$ cat src/rtl/ntt_pkg.sv
// Shared constants and types for the ntt accelerator and its host DMA.
// Accelerator address map, transform modes and the DMA FSM encoding.
package ntt_pkg;

    localparam int N             = 256;
    localparam int NTT_CFG_ADDR  = 1;
    localparam int NTT_DATA_ADDR = 0;

    typedef enum logic [1:0] {
        KYBER_NTT  = 2'b00,
        KYBER_INTT = 2'b01,
        DIL_NTT    = 2'b10,
        DIL_INTT   = 2'b11
    } ntt_mode_e;

    typedef enum logic [2:0] {
        S_IDLE    = 3'd0,
        S_CFG     = 3'd1,
        S_LOAD    = 3'd2,
        S_COLLECT = 3'd3,
        S_DONE    = 3'd4
    } dma_state_e;

endpackage

$ cat src/rtl/ntt_host_dma.sv
// Host-side bus master for one ntt instance: config write, coefficient
// stream from the source RAM, result collection into the destination RAM.
module ntt_host_dma
    import ntt_pkg::*;
#(
    parameter int N       = ntt_pkg::N,
    parameter int DW      = 32,
    parameter int AW      = 32,
    parameter int MAW     = 8,
    parameter int TIMEOUT = 4096
) (
    input  logic           dma_clk_i,
    input  logic           dma_rst_ni,
    input  logic           start_i,
    input  logic [1:0]     mode_i,
    output logic           busy_o,
    output logic           done_o,
    output logic           err_o,
    output logic [MAW-1:0] src_addr_o,
    input  logic [DW-1:0]  src_rdata_i,
    output logic           dst_we_o,
    output logic [MAW-1:0] dst_addr_o,
    output logic [DW-1:0]  dst_wdata_o,
    output logic           ntt_we_o,
    output logic [AW-1:0]  ntt_addr_o,
    output logic [DW-1:0]  ntt_wdata_o,
    input  logic           ntt_rvalid_i,
    input  logic [DW-1:0]  ntt_rdata_i
);

    localparam int CW = $clog2(N + 1);
    localparam int IW = $clog2(TIMEOUT + 1);

    dma_state_e     r_state;
    ntt_mode_e      r_mode;
    logic [CW-1:0]  r_cnt;
    logic [IW-1:0]  r_idle;
    logic           r_err;
    logic [MAW-1:0] r_src_addr;
    logic           r_dst_we;
    logic [MAW-1:0] r_dst_addr;
    logic [DW-1:0]  r_dst_wdata;

    logic           w_last_load;
    logic           w_all_res;
    logic           w_timeout;
    logic [DW-1:0]  w_ntt_wdata;

    assign w_last_load = (r_cnt == CW'(N - 1));
    assign w_all_res   = (r_cnt == CW'(N));
    assign w_timeout   = (r_idle == IW'(TIMEOUT - 1));

    // FSM, beat/idle counters and the registered RAM-side outputs.
    // The beat counter walks the stream in LOAD, then counts results in
    // COLLECT; reaching N holds COLLECT one extra cycle so done follows
    // the final destination write.
    always_ff @(posedge dma_clk_i) begin
        if (!dma_rst_ni) begin
            r_state     <= S_IDLE;
            r_mode      <= KYBER_NTT;
            r_cnt       <= '0;
            r_idle      <= '0;
            r_err       <= 1'b0;
            r_src_addr  <= '0;
            r_dst_we    <= 1'b0;
            r_dst_addr  <= '0;
            r_dst_wdata <= '0;
        end else begin
            r_dst_we   <= 1'b0;
            r_src_addr <= '0;
            if (ntt_rvalid_i && r_state != S_COLLECT) begin
                r_err <= 1'b1;
            end
            unique case (r_state)
                S_IDLE: begin
                    if (start_i) begin
                        r_mode  <= ntt_mode_e'(mode_i);
                        r_err   <= 1'b0;
                        r_cnt   <= '0;
                        r_idle  <= '0;
                        r_state <= S_CFG;
                    end
                end
                S_CFG: begin
                    r_src_addr <= MAW'(1);
                    r_state    <= S_LOAD;
                end
                S_LOAD: begin
                    if (w_last_load) begin
                        r_cnt   <= '0;
                        r_state <= S_COLLECT;
                    end else begin
                        r_cnt      <= r_cnt + CW'(1);
                        r_src_addr <= r_src_addr + MAW'(1);
                    end
                end
                S_COLLECT: begin
                    if (w_all_res) begin
                        if (ntt_rvalid_i) begin
                            r_err <= 1'b1;
                        end
                        r_state <= S_DONE;
                    end else if (ntt_rvalid_i) begin
                        r_dst_we    <= 1'b1;
                        r_dst_addr  <= r_cnt[MAW-1:0];
                        r_dst_wdata <= ntt_rdata_i;
                        r_cnt       <= r_cnt + CW'(1);
                        r_idle      <= '0;
                    end else if (w_timeout) begin
                        r_idle  <= IW'(TIMEOUT);
                        r_err   <= 1'b1;
                        r_state <= S_DONE;
                    end else begin
                        r_idle <= r_idle + IW'(1);
                    end
                end
                S_DONE: begin
                    r_state <= S_IDLE;
                end
                default: begin
                    r_state <= S_IDLE;
                end
            endcase
        end
    end

    // Accelerator write data: config word in CFG, RAM output during LOAD.
    always_comb begin
        w_ntt_wdata = '0;
        if (r_state == S_CFG) begin
            w_ntt_wdata = {{(DW-2){1'b0}}, r_mode};
        end else if (r_state == S_LOAD) begin
            w_ntt_wdata = src_rdata_i;
        end
    end

    assign busy_o      = (r_state == S_CFG) || (r_state == S_LOAD) ||
                         (r_state == S_COLLECT);
    assign done_o      = (r_state == S_DONE);
    assign err_o       = r_err;
    assign src_addr_o  = r_src_addr;
    assign dst_we_o    = r_dst_we;
    assign dst_addr_o  = r_dst_addr;
    assign dst_wdata_o = r_dst_wdata;
    assign ntt_we_o    = (r_state == S_CFG) || (r_state == S_LOAD);
    assign ntt_addr_o  = (r_state == S_CFG) ? AW'(NTT_CFG_ADDR) :
                                              AW'(NTT_DATA_ADDR);
    assign ntt_wdata_o = w_ntt_wdata;

endmodule

$ cat config.mk
export PLATFORM = sky130hd
export DESIGN_NAME = ntt_host_dma
export DESIGN_NICKNAME = d
export VERILOG_FILES = /design/src/rtl/ntt_pkg.sv /design/src/rtl/ntt_host_dma.sv
export SDC_FILE = /design/constraint.sdc
export NUM_CORES = 1
export LEC_CHECK = 0
export CORE_MARGIN = 3
export CORE_UTILIZATION = 41
export DETAILED_ROUTE_END_ITERATION = 12
export PLACE_DENSITY = 0.83
export SYNTH_ARGS = -nofsm -noshare
export SYNTH_HDL_FRONTEND = slang
export SYNTH_SLANG_ARGS = --single-unit
$ cat constraint.sdc
create_clock -name dma_clk_i -period 2.46 [get_ports dma_clk_i]
set_clock_uncertainty 0.2 [all_clocks]
set_input_delay 0.246 -clock dma_clk_i [delete_from_list [all_inputs] [get_ports dma_clk_i]]
set_output_delay 0.246 -clock dma_clk_i [all_outputs]
set_load 0.03 [all_outputs]
Word level (Yosys, flattened, before mapping) --
Index checks and enable logic that the tools add are counted.
Operators by class: add/subtract/negate cells 3, equality and inequality tests 14, mux-type cells 29, bitwise logic cells 3, reductions and logical operators 12
Operators with widths (number):
- two-way mux 32 bit | 2
- two-way mux 13 bit | 4
- two-way mux 9 bit | 4
- one-hot mux 9 bit (3 select lines) | 1
- one-hot mux 13 bit (2 select lines) | 1
- one-hot mux 8 bit (2 select lines) | 1
- two-way mux 3 bit | 5
- adder 13 x 1 -> 13 bit (second input constant) | 1
- == test 13 x 12 -> 1 bit (second input constant) | 1
- one-hot mux 3 bit (4 select lines) | 1
- adder 9 x 1 -> 9 bit (second input constant) | 1
- == test 9 x 8 -> 1 bit (second input constant) | 1
- == test 9 bit (second input constant) | 1
- adder 8 x 1 -> 8 bit (second input constant) | 1
- two-way mux 1 bit | 8
- two-way mux 8 bit | 1
- != test 2 bit (second input constant) | 4
- AND reduction 4 bit | 2
- == test 3 x 2 -> 1 bit (second input constant) | 2
- != test 3 bit (second input constant) | 2
- AND reduction 3 bit | 2
- == test 3 x 1 -> 1 bit (second input constant) | 1
- == test 3 bit (second input constant) | 1
- zero test 3 bit | 1
- other kinds (9) | 12
Storage, ports and cells: flip-flop bits (word level) 77, input port bits 70, output and inout port bits 117, word-level logic and storage cells 70

Longest topological paths before layout --
word-level depth 7, gate-level depth with buffers 10, mapped depth without buffers 9

Least setup slack after synthesis --
Ideal clock, no wire load.
path type register to output, start reg r_state[0], end out ntt_wdata_o[0], arrival time 2010 ps, required time 2014 ps, slack 4 ps, stages on the path, launching flop included 4, buffers on the path 1, path through dfxtp_1 clkbuf_1 nor3b_1 a22o_1
On the way: cells in the longest elaborated chain, start to end 3, elaborated cells on any way between the ends 4, classes of those cells 2 x eq/ne; 2 x mux
Ends and longest elaborated chain:
- from (decl) | line ntt_host_dma.sv:34 | dma_state_e r_state;
- from (signal assigned) | line ntt_host_dma.sv:59 | r_state <= S_IDLE;
- from (signal assigned) | line ntt_host_dma.sv:81 | r_state <= S_CFG;
- from (signal assigned) | line ntt_host_dma.sv:86 | r_state <= S_LOAD;
- == test 3 x 2 -> 1 bit | line ntt_host_dma.sv:132 | end else if (r_state == S_LOAD) begin
- two-way mux 32 bit | line ntt_host_dma.sv:132
- two-way mux 32 bit * | line ntt_host_dma.sv:130 | if (r_state == S_CFG) begin
- to (decl) | line ntt_host_dma.sv:26 | output logic [DW-1:0] ntt_wdata_o,
Every way passes the cells marked *; elsewhere a longest branch is shown, timed or not.

Worst setup path in the final report --
start reg r_cnt[2], end reg r_idle[9]
On the way: cells in the longest elaborated chain, start to end 3
Ends and longest elaborated chain:
- from (decl) | line ntt_host_dma.sv:36 | logic [CW-1:0] r_cnt;
- from (signal assigned) | line ntt_host_dma.sv:93 | r_cnt <= r_cnt + CW'(1);
- from (signal assigned) | line ntt_host_dma.sv:107 | r_cnt <= r_cnt + CW'(1);
- == test 9 bit | line ntt_host_dma.sv:50 | assign w_all_res = (r_cnt == CW'(N));
- != test 2 bit (no line)
- AND reduction 3 bit (no line)
- to (signal assigned) | line ntt_host_dma.sv:110 | r_idle <= IW'(TIMEOUT);
- to (signal assigned) | line ntt_host_dma.sv:114 | r_idle <= r_idle + IW'(1);
- to (decl) | line ntt_host_dma.sv:37 | logic [IW-1:0] r_idle;
Every way passes these cells. A chain may end at the register's enable or synchronous reset.

==> impl_results.md <==
* Status: finished clean
* Worst reg2reg path endpoint: r_idle[9]
* Core Box Area at 8934 sq um
* Antenna Nets Post-Route at 0
* Combinational group share of total power at 0.194
* CP Class: reg2reg
* Clock Path Buffers at 2
* Via density at 5.148
* Final Setup Violations at 0
* Switch Pwr at 807.9 uW
* CTS tree: done
* Gr usage total at 0.2063
* Met2 usage at 0.3828
* Critical Path RT at 2.47 ns
* CP endpoint kind: register
* Worst Hold Class: in2reg
* CTS Buf Count at 9
* Worst reg2reg startpoint: r_cnt[2]
* Worst Setup Start Kind: register
* Met3 usage at 0.04804
* Post-CTS setup buffer count at 0
* Synthesis Warnings at 0
* DRC Markers at 0
* Rows at 34
* Met1 GRT Util at 0.2225
* Crit-path max FO at 11
* MaxCap Viol Count at 0
* Tmin final at 2.349 ns
* # port buffers at 155
* Final HPWL DP at 8567 um
* Worst reg-to-reg path cell count at 4
* Post-Syn Area at 3862 sq um
* Routability Congestion at 0.9189
* Root buffer cell: clkbuf_8
* RSZ-0062 raised after global routing: no
* Clk Latency, worst-skew pair at 0.35 ns
* Grt ovf at 0
* IO Pins at 187
* Reg2reg setup slack at 0.11 ns
* Die width at 103.1 um
* Fin nets at 708
* Cells taking the most area after synthesis: dfxtp_1, nand2_1, a21oi_1
* Total leakage power at 2.114 nW
* Synth Register Bits at 77
* Area grow syn2layout at 44.70%
* Setup TNS at 0 ns
* Largest net degree at the start of global routing at 42
* Setup slack after layout at 0.1112 ns
* Global-route wire length before repair at 17240 um
* Hold EP: dst_wdata_o[27]
* DRT Pass-1 Iters at 4
* Post-synth top area cell: dfxtp_1
* Wire per inst at 15.14 um
* Antenna violations before repair at 0
* Fillers at 770
* Final Hold Fails at 0
* Max-slew violations at 0
* Layout cells sized above 1 at 0.1162
* Top-area cell type share of the netlist area at 0.3991
* Flop pwr share at 0.459
* Vias at 3835
* Die area at 10620 sq um
* Slew HR at 0.5798
* Vias in the first global route at 3587
* Top Usage Layer GRT: met2
* Hold Path Stages at 3
* Synth async-reset ratio at 0
* Worst vdd ir at 0.3326 mV
* Top FF cell, synth: dfxtp_1
* Number of distinct library cells after synthesis at 56
* Initial core utilization at 0.4324
* N_diodes at 0
* Final period utilization at 0.9548
* CTS Sinks at 77
* Sw frac at 0.2904
* FMAX at 425.7 MHz
* Crit path DAT at 2.36 ns
* EDFF count, synth at 0
* Place WS at 0.1467 ns
* Syn_area_per_cell at 7.964 sq um
* Die Ht at 103.1 um
* Reg clk slew, reported paths at 0.08 ns
* Slew @ Worst Pin at 0.6296 ns
* Power Dens Cells at 497.7 nW/um^2
* H-Tree Depth at 3
* DRT Wirelength at 11280 um
* Number of cells produced by synthesis at 485
* Iteration-0 DRC Markers at 174
* Power share of the clock group at 0.347
* Worst hold path startpoint: ntt_rdata_i[27]
* Cell-internal power at 1.974 mW
* Sequential fraction of the synthesis area at 0.3991
[worst max path at each step]
| stage | start | to | slack [ns] | depth (start not counted) |
|---|---|---|---|---|
| after floorplan | r_state[0] | ntt_wdata_o[0] | 0.004 | 3 |
| after global placement | r_cnt[2] | r_idle[11] | 0.23 | 4 |
| after detailed placement | r_cnt[2] | r_idle[11] | 0.15 | 4 |
| after CTS | r_state[2] | done_o | 0.05 | 3 |
| after global routing | r_state[1] | ntt_wdata_o[2] | 0.002 | 5 |
| final | r_cnt[2] | r_idle[9] | 0.11 | 4 |
[power groups by stage]
stage	clock network, mW	logic, mW	registers, mW
2_1_floorplan	0	0.318	1.32
3_3_place_gp	0	0.531	1.30
3_5_place_dp	0	0.537	1.31
4_1_cts	0.996	0.539	1.28
5_1_grt	1.05	0.578	1.28
6_report	0.966	0.539	1.28
[synth_stat cells (2+ instances only)]
master    count
or3_1         8
clkbuf_1     23
o32ai_1       2
xor2_1        5
nand2_1     108
o31a_1        2
a22o_1        2
and3_1        7
nor2_1       13
nand3_1      17
inv_1        10
ha_1          6
nand2b_1      8
mux2i_1       7
nand4_1       9
buf_2         8
o21ai_0       5
buf_4        32
a22oi_1       3
nand3b_1      2
o211ai_1      2
a21oi_1      51
a32oi_1       3
o211ai_2      2
o21a_1        2
a211o_1       2
and2_1       34
and4_1        2
o22ai_1       7
dfxtp_1      77
[cells in the final DEF (no fill, tap or decap), types with 2 or more instances in the layout]
cell	count
mux2i_1	7
and3_1	7
o211ai_2	2
a32oi_1	3
and4_1	2
buf_12	5
a211o_1	2
ha_1	6
buf_4	43
o21ai_0	5
clkdlybuf4s50_1	121
a21oi_1	51
nand4_1	9
and2_1	34
o21a_1	2
nand2b_1	8
dfxtp_1	77
o22ai_1	7
clkinv_4	2
nor2_1	13
o31a_1	2
a22o_1	2
nand2_1	108
nand3b_1	2
clkbuf_8	9
a22oi_1	3
inv_1	10
xor2_1	5
conb_1	31
clkinvlp_4	2
o211ai_1	2
o32ai_1	2
or3_1	8
nand3_1	17
[critical path: stages (launching register included)]
cell and delay, ns:
dfxtp_1 0.37, or4_1 0.68, o21a_1 0.29, o211ai_2 0.50, o211ai_1 0.17
[routing by layer]
metal	share of wire	up-vias	routed length, um
li1	-	1882	-
met5	0	-	0
met4	0.032	0	359
met1	0.37	1763	4222
met3	0.067	28	761
met2	0.53	162	5935
[state kept, by name, summed over array words and instances (netlist names)]
signal / count
dst_we_o: 1
r_cnt: 9
err_o: 1
src_addr_o: 8
r_state: 3
dst_wdata_o: 32
dst_addr_o: 8
r_idle: 13
r_mode: 2
[repair_timing]
action                     4_1_cts  5_1_grt
gates resized for setup          1        1
gates cloned                     0        0
hold buffers                     0        0
setup endpoints to repair        1        1
[cell families after synthesis]
group,Yosys count,synth area share
xor gates and xnor gates,6,0.01361
buffers and inverters,74,0.1075
and+or+nand+nor,219,0.2809
adders and majority gates,6,0.01944
muxes,7,0.01814
DFF,77,0.3991
AOI/OAI and AO/OA,95,0.1603
other,1,0.0009709
[per-stage QoR]
| step | instances | cell area (sq um) | power [mW] | utilization | hold slack (ns) |
|---|---|---|---|---|---|
| finish | 745 | 5589 | 2.782 | 0.6256 | 0.2325 |
| global route | 745 | 5589 | 2.907 | 0.6256 | 0.2231 |
| CTS | 745 | 5587 | 2.812 | 0.6254 | 0.2191 |
| detailed placement | 729 | 5383 | 1.843 | 0.6025 | 0.2455 |
| global placement | 729 | 5383 | 1.836 | 0.6025 | 0.2418 |
| floorplan | 515 | 3975 | 1.635 | - | 0.1632 |
[layout make-up]
class / count / area, sq um / share of cell area
Multi-Input combinational cell: 364 / 2029 / 0.3631
Timing Repair Buffer: 170 / 1647 / 0.2946
Sequential cell: 77 / 1541 / 0.2758
Tap cell: 108 / 135.1 / 0.02418
Clock buffer: 10 / 127.6 / 0.02283
Clock inverter: 6 / 71.32 / 0.01276
Inverter: 10 / 37.54 / 0.006716
(Power assumes the default switching activity.)
